$ cat config.mk
export PLATFORM = sky130hd
export DESIGN_NAME = psum_drain_flat
export DESIGN_NICKNAME = d
export VERILOG_FILES = /design/src/rtl/psum_drain_if.sv /design/src/rtl/psum_drain.sv /design/src/flat_wrapper.sv
export SDC_FILE = /design/constraint.sdc
export NUM_CORES = 2
export LEC_CHECK = 0
export BUFFER_PORTS_ARGS = -buffer_cell sky130_fd_sc_hd__buf_2
export CORE_MARGIN = 4
export CORE_UTILIZATION = 55
export CTS_BUF_LIST = sky130_fd_sc_hd__clkbuf_16
export DETAILED_ROUTE_END_ITERATION = 6
export PLACE_DENSITY = 0.84
export SLEW_MARGIN = 20
export SYNTH_ARGS = -nofsm -noshare
export SYNTH_HDL_FRONTEND = slang
export SYNTH_SLANG_ARGS = --single-unit
$ cat constraint.sdc
create_clock -name clk -period 28.4 [get_ports clk]
set_input_delay 5.68 -clock clk [delete_from_list [all_inputs] [get_ports clk]]
set_output_delay 5.68 -clock clk [all_outputs]
set_load 0.005 [all_outputs]
$ cat src/rtl/psum_drain_if.sv
// psum_drain_if: capture and drain bundle for psum_drain.
//   slave  modport: used by psum_drain (accepts captures, produces drain words)
//   master modport: used by the producer/consumer side
// Ports carried:
//   cap_valid/cap_ready : capture handshake, pe_out/acc_mode/last_pass qualified by it
//   out_valid/out_ready : drain handshake, out_data/out_idx qualified by it
//   busy, ovf_flag      : status
interface psum_drain_if #(
  parameter int X_DIM      = 15,
  parameter int DATA_WIDTH = 8
);
  localparam int IDX_W = (X_DIM > 1) ? $clog2(X_DIM) : 1;

  logic                                 cap_valid;
  logic                                 cap_ready;
  logic [X_DIM-1:0][2*DATA_WIDTH-1:0]   pe_out;
  logic                                 acc_mode;
  logic                                 last_pass;
  logic                                 out_valid;
  logic                                 out_ready;
  logic [DATA_WIDTH-1:0]                out_data;
  logic [IDX_W-1:0]                     out_idx;
  logic                                 busy;
  logic                                 ovf_flag;

  modport master (
    output cap_valid, pe_out, acc_mode, last_pass, out_ready,
    input  cap_ready, out_valid, out_data, out_idx, busy, ovf_flag
  );

  modport slave (
    input  cap_valid, pe_out, acc_mode, last_pass, out_ready,
    output cap_ready, out_valid, out_data, out_idx, busy, ovf_flag
  );
endinterface

$ cat src/rtl/psum_drain.sv
// psum_drain: captures PE-array partial-sum vectors into per-lane signed
// accumulators (overwrite or add), then drains the lanes one word per cycle
// as shifted, saturated DATA_WIDTH values.
// Ports:
//   clk  : rising-edge clock
//   rst  : asynchronous active-high reset
//   bus  : psum_drain_if.slave (capture handshake, drain handshake, status)
// Build option:
//   PSUM_DRAIN_RELU_EN defined -> negative post-shift values drain as 0.
//
// state | meaning
// IDLE  | no tile in progress; a capture always overwrites the lanes
// ACCUM | tile in progress; captures overwrite or add per acc_mode
// DRAIN | lanes streamed out at out_idx; captures refused
module psum_drain #(
  parameter int X_DIM      = 15,
  parameter int DATA_WIDTH = 8,
  parameter int ACC_WIDTH  = 24,
  parameter int SHIFT      = 4
) (
  input  logic       clk,
  input  logic       rst,
  psum_drain_if.slave bus
);
  localparam int IDX_W = (X_DIM > 1) ? $clog2(X_DIM) : 1;
  localparam int PW    = 2 * DATA_WIDTH;
  localparam logic signed [ACC_WIDTH-1:0] SAT_MAX = ACC_WIDTH'((1 << (DATA_WIDTH - 1)) - 1);
  localparam logic signed [ACC_WIDTH-1:0] SAT_MIN = -SAT_MAX - ACC_WIDTH'(1);

  typedef enum logic [1:0] {IDLE, ACCUM, DRAIN} state_t;

  state_t                       state_q, state_d;
  logic signed [ACC_WIDTH-1:0]  lanes    [X_DIM];
  logic signed [ACC_WIDTH-1:0]  lane_nxt [X_DIM];
  logic signed [ACC_WIDTH-1:0]  ext      [X_DIM];
  logic signed [ACC_WIDTH-1:0]  sum      [X_DIM];
  logic [X_DIM-1:0]             lane_ovf;
  logic [IDX_W-1:0]             idx_q;
  logic                         ovf_q;
  logic                         cap_fire;
  logic                         out_fire;
  logic                         do_add;
  logic                         last_word;
  logic signed [ACC_WIDTH-1:0]  shifted;
  logic signed [ACC_WIDTH-1:0]  clipped;

  assign cap_fire  = bus.cap_valid && (state_q != DRAIN);
  assign out_fire  = bus.out_ready && (state_q == DRAIN);
  assign last_word = (idx_q == IDX_W'(X_DIM - 1));
  // Adding only from ACCUM keeps stale lanes from a finished tile out of a new one.
  assign do_add    = bus.acc_mode && (state_q == ACCUM);

  always_ff @(posedge clk or posedge rst) begin
    if (rst) state_q <= IDLE;
    else     state_q <= state_d;
  end

  always_comb begin
    state_d       = state_q;
    bus.cap_ready = 1'b0;
    bus.out_valid = 1'b0;
    bus.busy      = 1'b0;
    case (state_q)
      IDLE: begin
        bus.cap_ready = 1'b1;
        if (bus.cap_valid) state_d = bus.last_pass ? DRAIN : ACCUM;
      end
      ACCUM: begin
        bus.cap_ready = 1'b1;
        bus.busy      = 1'b1;
        if (bus.cap_valid) state_d = bus.last_pass ? DRAIN : ACCUM;
      end
      DRAIN: begin
        bus.out_valid = 1'b1;
        bus.busy      = 1'b1;
        if (bus.out_ready && last_word) state_d = IDLE;
      end
      default: state_d = IDLE;
    endcase
  end

  // Signed overflow: operands share a sign and the sum's sign differs.
  always_comb begin
    lane_ovf = '0;
    for (int i = 0; i < X_DIM; i++) begin
      ext[i]      = {{(ACC_WIDTH - PW){bus.pe_out[i][PW-1]}}, bus.pe_out[i]};
      sum[i]      = lanes[i] + ext[i];
      lane_ovf[i] = do_add && (lanes[i][ACC_WIDTH-1] == ext[i][ACC_WIDTH-1])
                    && (sum[i][ACC_WIDTH-1] != lanes[i][ACC_WIDTH-1]);
      lane_nxt[i] = do_add ? sum[i] : ext[i];
    end
  end

  always_ff @(posedge clk or posedge rst) begin
    if (rst) begin
      for (int i = 0; i < X_DIM; i++) lanes[i] <= '0;
      idx_q <= '0;
      ovf_q <= 1'b0;
    end else begin
      if (cap_fire) begin
        for (int i = 0; i < X_DIM; i++) lanes[i] <= lane_nxt[i];
        ovf_q <= do_add ? (ovf_q | (|lane_ovf)) : 1'b0;
      end
      if (out_fire) idx_q <= last_word ? '0 : idx_q + IDX_W'(1);
    end
  end

  // Output word is combinational from the held index, so it stays stable under backpressure.
  always_comb begin
    shifted = lanes[idx_q] >>> SHIFT;
`ifdef PSUM_DRAIN_RELU_EN
    if (shifted < 0) shifted = '0;
`endif
    if (shifted > SAT_MAX)      clipped = SAT_MAX;
    else if (shifted < SAT_MIN) clipped = SAT_MIN;
    else                        clipped = shifted;
  end

  assign bus.out_data = clipped[DATA_WIDTH-1:0];
  assign bus.out_idx  = idx_q;
  assign bus.ovf_flag = ovf_q;
endmodule

$ cat src/flat_wrapper.sv
// flat-port wrapper written by rule: the top's interface ports become plain ports
module psum_drain_flat 
#(
  parameter int X_DIM      = 15,
  parameter int DATA_WIDTH = 8,
  parameter int ACC_WIDTH  = 24,
  parameter int SHIFT      = 4
)
  (clk, rst, bus_cap_valid, bus_pe_out, bus_acc_mode, bus_last_pass, bus_out_ready, bus_cap_ready, bus_out_valid, bus_out_data, bus_out_idx, bus_busy, bus_ovf_flag);
  psum_drain_if #(.X_DIM(X_DIM), .DATA_WIDTH(DATA_WIDTH)) bus_i ();
  input  logic clk;
  input  logic rst;
  input wire logic [$bits(bus_i.cap_valid)-1:0] bus_cap_valid;
  input wire logic [$bits(bus_i.pe_out)-1:0] bus_pe_out;
  input wire logic [$bits(bus_i.acc_mode)-1:0] bus_acc_mode;
  input wire logic [$bits(bus_i.last_pass)-1:0] bus_last_pass;
  input wire logic [$bits(bus_i.out_ready)-1:0] bus_out_ready;
  output wire logic [$bits(bus_i.cap_ready)-1:0] bus_cap_ready;
  output wire logic [$bits(bus_i.out_valid)-1:0] bus_out_valid;
  output wire logic [$bits(bus_i.out_data)-1:0] bus_out_data;
  output wire logic [$bits(bus_i.out_idx)-1:0] bus_out_idx;
  output wire logic [$bits(bus_i.busy)-1:0] bus_busy;
  output wire logic [$bits(bus_i.ovf_flag)-1:0] bus_ovf_flag;
  assign bus_i.cap_valid = bus_cap_valid;
  assign bus_i.pe_out = bus_pe_out;
  assign bus_i.acc_mode = bus_acc_mode;
  assign bus_i.last_pass = bus_last_pass;
  assign bus_i.out_ready = bus_out_ready;
  assign bus_cap_ready = bus_i.cap_ready;
  assign bus_out_valid = bus_i.out_valid;
  assign bus_out_data = bus_i.out_data;
  assign bus_out_idx = bus_i.out_idx;
  assign bus_busy = bus_i.busy;
  assign bus_ovf_flag = bus_i.ovf_flag;
  psum_drain #(.X_DIM(X_DIM), .DATA_WIDTH(DATA_WIDTH), .ACC_WIDTH(ACC_WIDTH), .SHIFT(SHIFT)) u_core (.clk(clk), .rst(rst), .bus(bus_i));
endmodule
## After elaboration in Yosys (flattened, before gate mapping)

Index checks and enable logic that the tools add are counted.

| operators by class | value |
|---|---|
| bitwise gates (word level) | 2 |
| multiplexer cells | 29 |
| equal/unequal tests | 36 |
| reductions and logical operators | 39 |
| magnitude comparators | 3 |
| add/subtract/negate cells | 16 |

Operator list:

| kind | count |
|---|---|
| $mux 24 | 17 |
| $add 24x16->24 | 15 |
| $bmux 24 s4 | 1 |
| $logic_and 1x1->1 | 34 |
| $gt 20x8->1 const B | 1 |
| $lt 20x8->1 const B | 1 |
| $mux 8 | 2 |
| $eq 1x1->1 | 15 |
| $ne 1x1->1 | 15 |
| $reduce_or 15->1 | 1 |
| $mux 2 | 3 |
| $ge 5x5->1 const B | 1 |
| $not 4->5 | 1 |
| $add 4x1->4 const B | 1 |
| $eq 4x4->1 const B | 1 |
| $mux 1 | 4 |
| $mux 4 | 1 |
| $ne 2x2->1 const B | 2 |
| $pmux 2 s2 | 1 |
| $reduce_or 2->1 | 2 |
| $eq 2x1->1 const B | 1 |
| $eq 2x2->1 const B | 1 |
| $logic_not 2->1 | 1 |
| $ne 2x1->1 const B | 1 |
| other kinds (2) | 2 |

| word-level totals | value |
|---|---|
| register bits after elaboration | 367 |

## Logic depth before layout (Yosys ltp)

| logic depth | value |
|---|---|
| depth after elaboration | 7 |
| gate-level depth with buffers | 15 |

## Worst setup path after synthesis

OpenSTA, ideal clock, no wires.

| timing path | value |
|---|---|
| path type | reg-to-output |
| from | register u_core.idx_q[0], in the netlist u_core.bus.out_idx[0] |
| to | output bus_out_data[0] |
| setup slack | 19,964 ps |
| buffers on the path | 4 |
| cell stages (with the launch flop) | 13 |
| arrival time | 2,756 ps |
| path through | dfrtp_1 buf_2 buf_2 buf_2 buf_2 mux2i_1 nor2_1 a221oi_1 o21ai_0 nor2_1 nand3_1 o41ai_4 o21ai_0 |

| on the way | value |
|---|---|
| cells in the longest elaborated chain, start to end | 7 |

RTL lines:

| element | RTL line | RTL |
|---|---|---|
| start, declared | psum_drain.sv:38 | `logic [IDX_W-1:0] idx_q;` |
| start signal, assigned | psum_drain.sv:104 | `if (out_fire) idx_q <= last_word ? '0 : idx_q + IDX_W'(1);` |
| $not 4->5 (not written as such) (*) | psum_drain.sv:110 | `shifted = lanes[idx_q] >>> SHIFT;` |
| $bmux 24 s4 (*) | psum_drain.sv:110 |  |
| $mux 24 (not written as such) (*) (2 in a row) | psum_drain.sv:110 |  |
| $lt 20x8->1 | psum_drain.sv:115 | `else if (shifted < SAT_MIN) clipped = SAT_MIN;` |
| $mux 8 | psum_drain.sv:115 |  |
| $mux 8 (*) | psum_drain.sv:114 | `if (shifted > SAT_MAX) clipped = SAT_MAX;` |
| end, declared | flat_wrapper.sv:20 | `output wire logic [$bits(bus_i.out_data)-1:0] bus_out_data;` |

Every way passes the cells marked *; elsewhere a longest branch is shown, timed or not. The select of a mux whose other input is x is not followed.

## Worst setup path after layout

| timing path | value |
|---|---|
| from | register u_core.idx_q[0], in the netlist u_core.bus.out_idx[0] |
| to | output bus_out_data[1] |

Same word-level chain as after synthesis.

==> impl_metrics.ini <==
[clocking]
postCtsHoldBufs = 0
cts_max_path_buffers = 3
cts_setup_buffers = 0
clk_latency_ps = 600
numClockSinks = 367
cts_made_buffers = 46
cts_max_level = 2
clk_pin_slew_ps = 60
root_buffer = clkbuf_16
cts_tree = built
cts_resized = 0

[worst_setup_path]
crit_family = multiplexers
path_cells = buf_4 -> mux4_2 -> mux4_2 -> nor4_1 -> nand3_1 -> o41ai_4 -> o21ai_0 -> buf_2
cp.depth = 8
critPathMaxStageDelay_ps = 910
crit_top_cell = mux4_2
crit_slowest_cell = dfrtp_4
crit_buf_inv = 2
critPathRequiredTime_ps = 22720
critPathMaxFanout = 47
end_kind = output pin
worst_setup_path_start_kind = register
r2r_cells = 6
crit_arrival_ps = 5250
path_class = register to output pin

[sta]
finalSetupTns_ps = 0
hold_viol_final = 0
rsz0062_at_grt = false
maxSlewViolCount = 0
layout_min_cycle_time_ps = 10930
maxSlewHeadroom = 0.249
fin_skew_ps = 37.3
worstMarginPinSlew_ps = 1130
fmax_mhz = 91.5
setup_viol = 0
hold_ws_ps = 486
finalCritPeriodShare = 0.385

[global_route]
grt_max_degree = 231
grt_pass1_vias = 29925
grt_pass1_wl_um = 161000
overflow = 0
antenna_found_initial = 16
track_usage = 0.299

[yosys]
ys_async_sr_fraction = 1.00
postSynthCellCount = 4150
yosysWarningCount = 0
postSynthAreaPerCell_sq_um = 8.15
synth_area_sq_um = 33800
synthesis.nets = 4759
synth.distinct_cells = 85
synth_top_area_frac = 0.272
yosysTopAreaCell = dfrtp_1
synth-seq-cells = 367
synth_ff_type = dfrtp_1
synth_seq_area_share = 0.272
yosys-top-cells-area = dfrtp_1, ha_1, a21oi_1
synth_edf_count = 0

[layout]
area_delta_synth_final_pct = 9.47
layout.nets = 4899
drive_gt1_frac = 0.106
design_area_sq_um = 37000
postLayoutCoreUtil = 0.611

[power]
ir_worst_vdd_mv = 0.0605
finalPower_w = 0.00446
power.density_nw_per_um2 = 121
leakagePower_nw = 17.0

[run_status]
status = completed

[route]
vias_per_cell = 6.26
remaining_drc_errors = 0
wl_per_cell_um = 19.8
ant_nets = 0
drt_first_pass_iters = 6
drt-initial-drc-count = 3002
routed-via-count = 31991
routed_wl_um = 101000

[die]
num_rows = 90
die_area_sq_um = 65500
initial_core_util = 0.558
core_sq_um = 60600
die_x_um = 256
io_pins = 262
chipHeight_um = 256

[flow_run]
cap_violations = 0

[placement]
placed_area_sq_um = 35600
hpwl_um = 75100
routabilityCongestion = 1.02
port_buffers = 261

[hold_path]
min_path_cells = 2
hold_path_class = register to register
Yosys cell counts (27+ instances only):
cell,count
a211oi_1,48
a21o_1,126
a21oi_1,555
a31oi_1,68
and2_1,27
and3_1,36
clkbuf_1,157
dfrtp_1,367
ha_1,348
inv_1,138
mux2i_1,43
mux4_2,72
nand2_1,491
nand2b_1,45
nand3_1,49
nand4_1,30
nor2_1,341
nor2b_1,55
nor3_1,73
o21a_1,30
o21ai_0,438
o21bai_1,46
xnor2_1,174
xor2_1,92
where the power goes:
group / internal [W] / switching, W
Sequential: 0.000776 / 0.000348
Clock: 0.000323 / 0.000244
Combinational: 0.00122 / 0.00155
Total: 0.00232 / 0.00214
sequential cells by signal, summed over array words and instances, names as in the netlist:
signal and count:
u_core.bus.out_idx 4, u_core.lanes 360, u_core.bus.ovf_flag 1, u_core.state_q 2
worst register-to-register path, stage by stage, from the launching register on:
cell	delay (ps)
dfrtp_1	390
inv_1	80
ha_1	450
nand2b_4	760
buf_4	920
buf_4	1000
o21ai_0	270
kinds of logic after synthesis:
group / synth area share
compound gates: 0.262
xor+xnor: 0.0689
fa+ha+maj: 0.138
buf+inv: 0.0375
flops: 0.272
mux: 0.0607
simple gates: 0.161
cell usage in the layout, fill, tap and decap left out, types with 9 or more instances in the layout:
| cell | n |
|---|---|
| nand2_1 | 490 |
| a21oi_1 | 555 |
| diode_2 | 12 |
| o21a_1 | 30 |
| a221oi_1 | 10 |
| clkinv_1 | 12 |
| ha_1 | 348 |
| and4_1 | 9 |
| nand2b_1 | 44 |
| a31oi_1 | 68 |
| o21ai_1 | 13 |
| clkbuf_16 | 47 |
| buf_2 | 261 |
| dfrtp_1 | 365 |
| a21boi_0 | 11 |
| and3_1 | 36 |
| buf_4 | 22 |
| o211ai_1 | 16 |
| a211oi_1 | 48 |
| o31ai_1 | 10 |
| inv_1 | 146 |
| nor3_1 | 73 |
| nand4_1 | 30 |
| o21ai_0 | 438 |
| nor2b_1 | 54 |
| and2_1 | 26 |
| nand3_1 | 49 |
| xnor2_1 | 174 |
| xor2_1 | 92 |
| or3_1 | 23 |
| nor2_1 | 341 |
| fa_1 | 15 |
| o32ai_1 | 10 |
| o21bai_1 | 46 |
| a21o_1 | 126 |
| mux4_2 | 72 |
| mux2i_1 | 43 |
| a221o_1 | 10 |
| a22oi_1 | 9 |
stage by stage:
| stage | worst slack (ps) | cells |
|---|---|---|
| final | 17470 | 5113 |
| after global routing | 17180 | 5110 |
| after CTS | 17480 | 5100 |
| after detailed placement | 18140 | 5023 |
| after global placement | 18160 | 5023 |
| after floorplan | 12530 | 4150 |
worst paths after layout:
path	from	endpoint	slack (ps)
worst max-delay path	u_core.bus.out_idx[0]$_DFFE_PP0P_	bus_out_data[1]	17470
worst min-delay path	u_core.lanes[75]$_DFFE_PP0P_	u_core.lanes[75]$_DFFE_PP0P_	490
worst max register to register	u_core.state_q[0]$_DFFE_PP0P_	u_core.lanes[113]$_DFFE_PP0P_	24370
worst min register to register	u_core.lanes[75]$_DFFE_PP0P_	u_core.lanes[75]$_DFFE_PP0P_	490
max in group asynchronous	rst	u_core.lanes[32]$_DFFE_PP0P_	21180
min in group asynchronous	rst	u_core.lanes[264]$_DFFE_PP0P_	5220
routing by layer:
layer / vias up / global-route usage / part of all wire
li1: 15353 / - / -
met3: 265 / 0.0528 / 0.081
met4: 6 / 0.152 / 0.055
met1: 15161 / 0.398 / 0.41
met5: - / 0 / 0.00033
met2: 1206 / 0.471 / 0.45
layout make-up:
class,instances,area [sq um]
sequential,367,9190
timing repair buffer,285,1520
clock inverter,30,208
multi-input combinational,3452,23400
tap,782,978
antenna,12,30.0
clock buffer,47,1180
fill,5203,23600
inverter,138,526
Power figures use the tool's default switching activity.
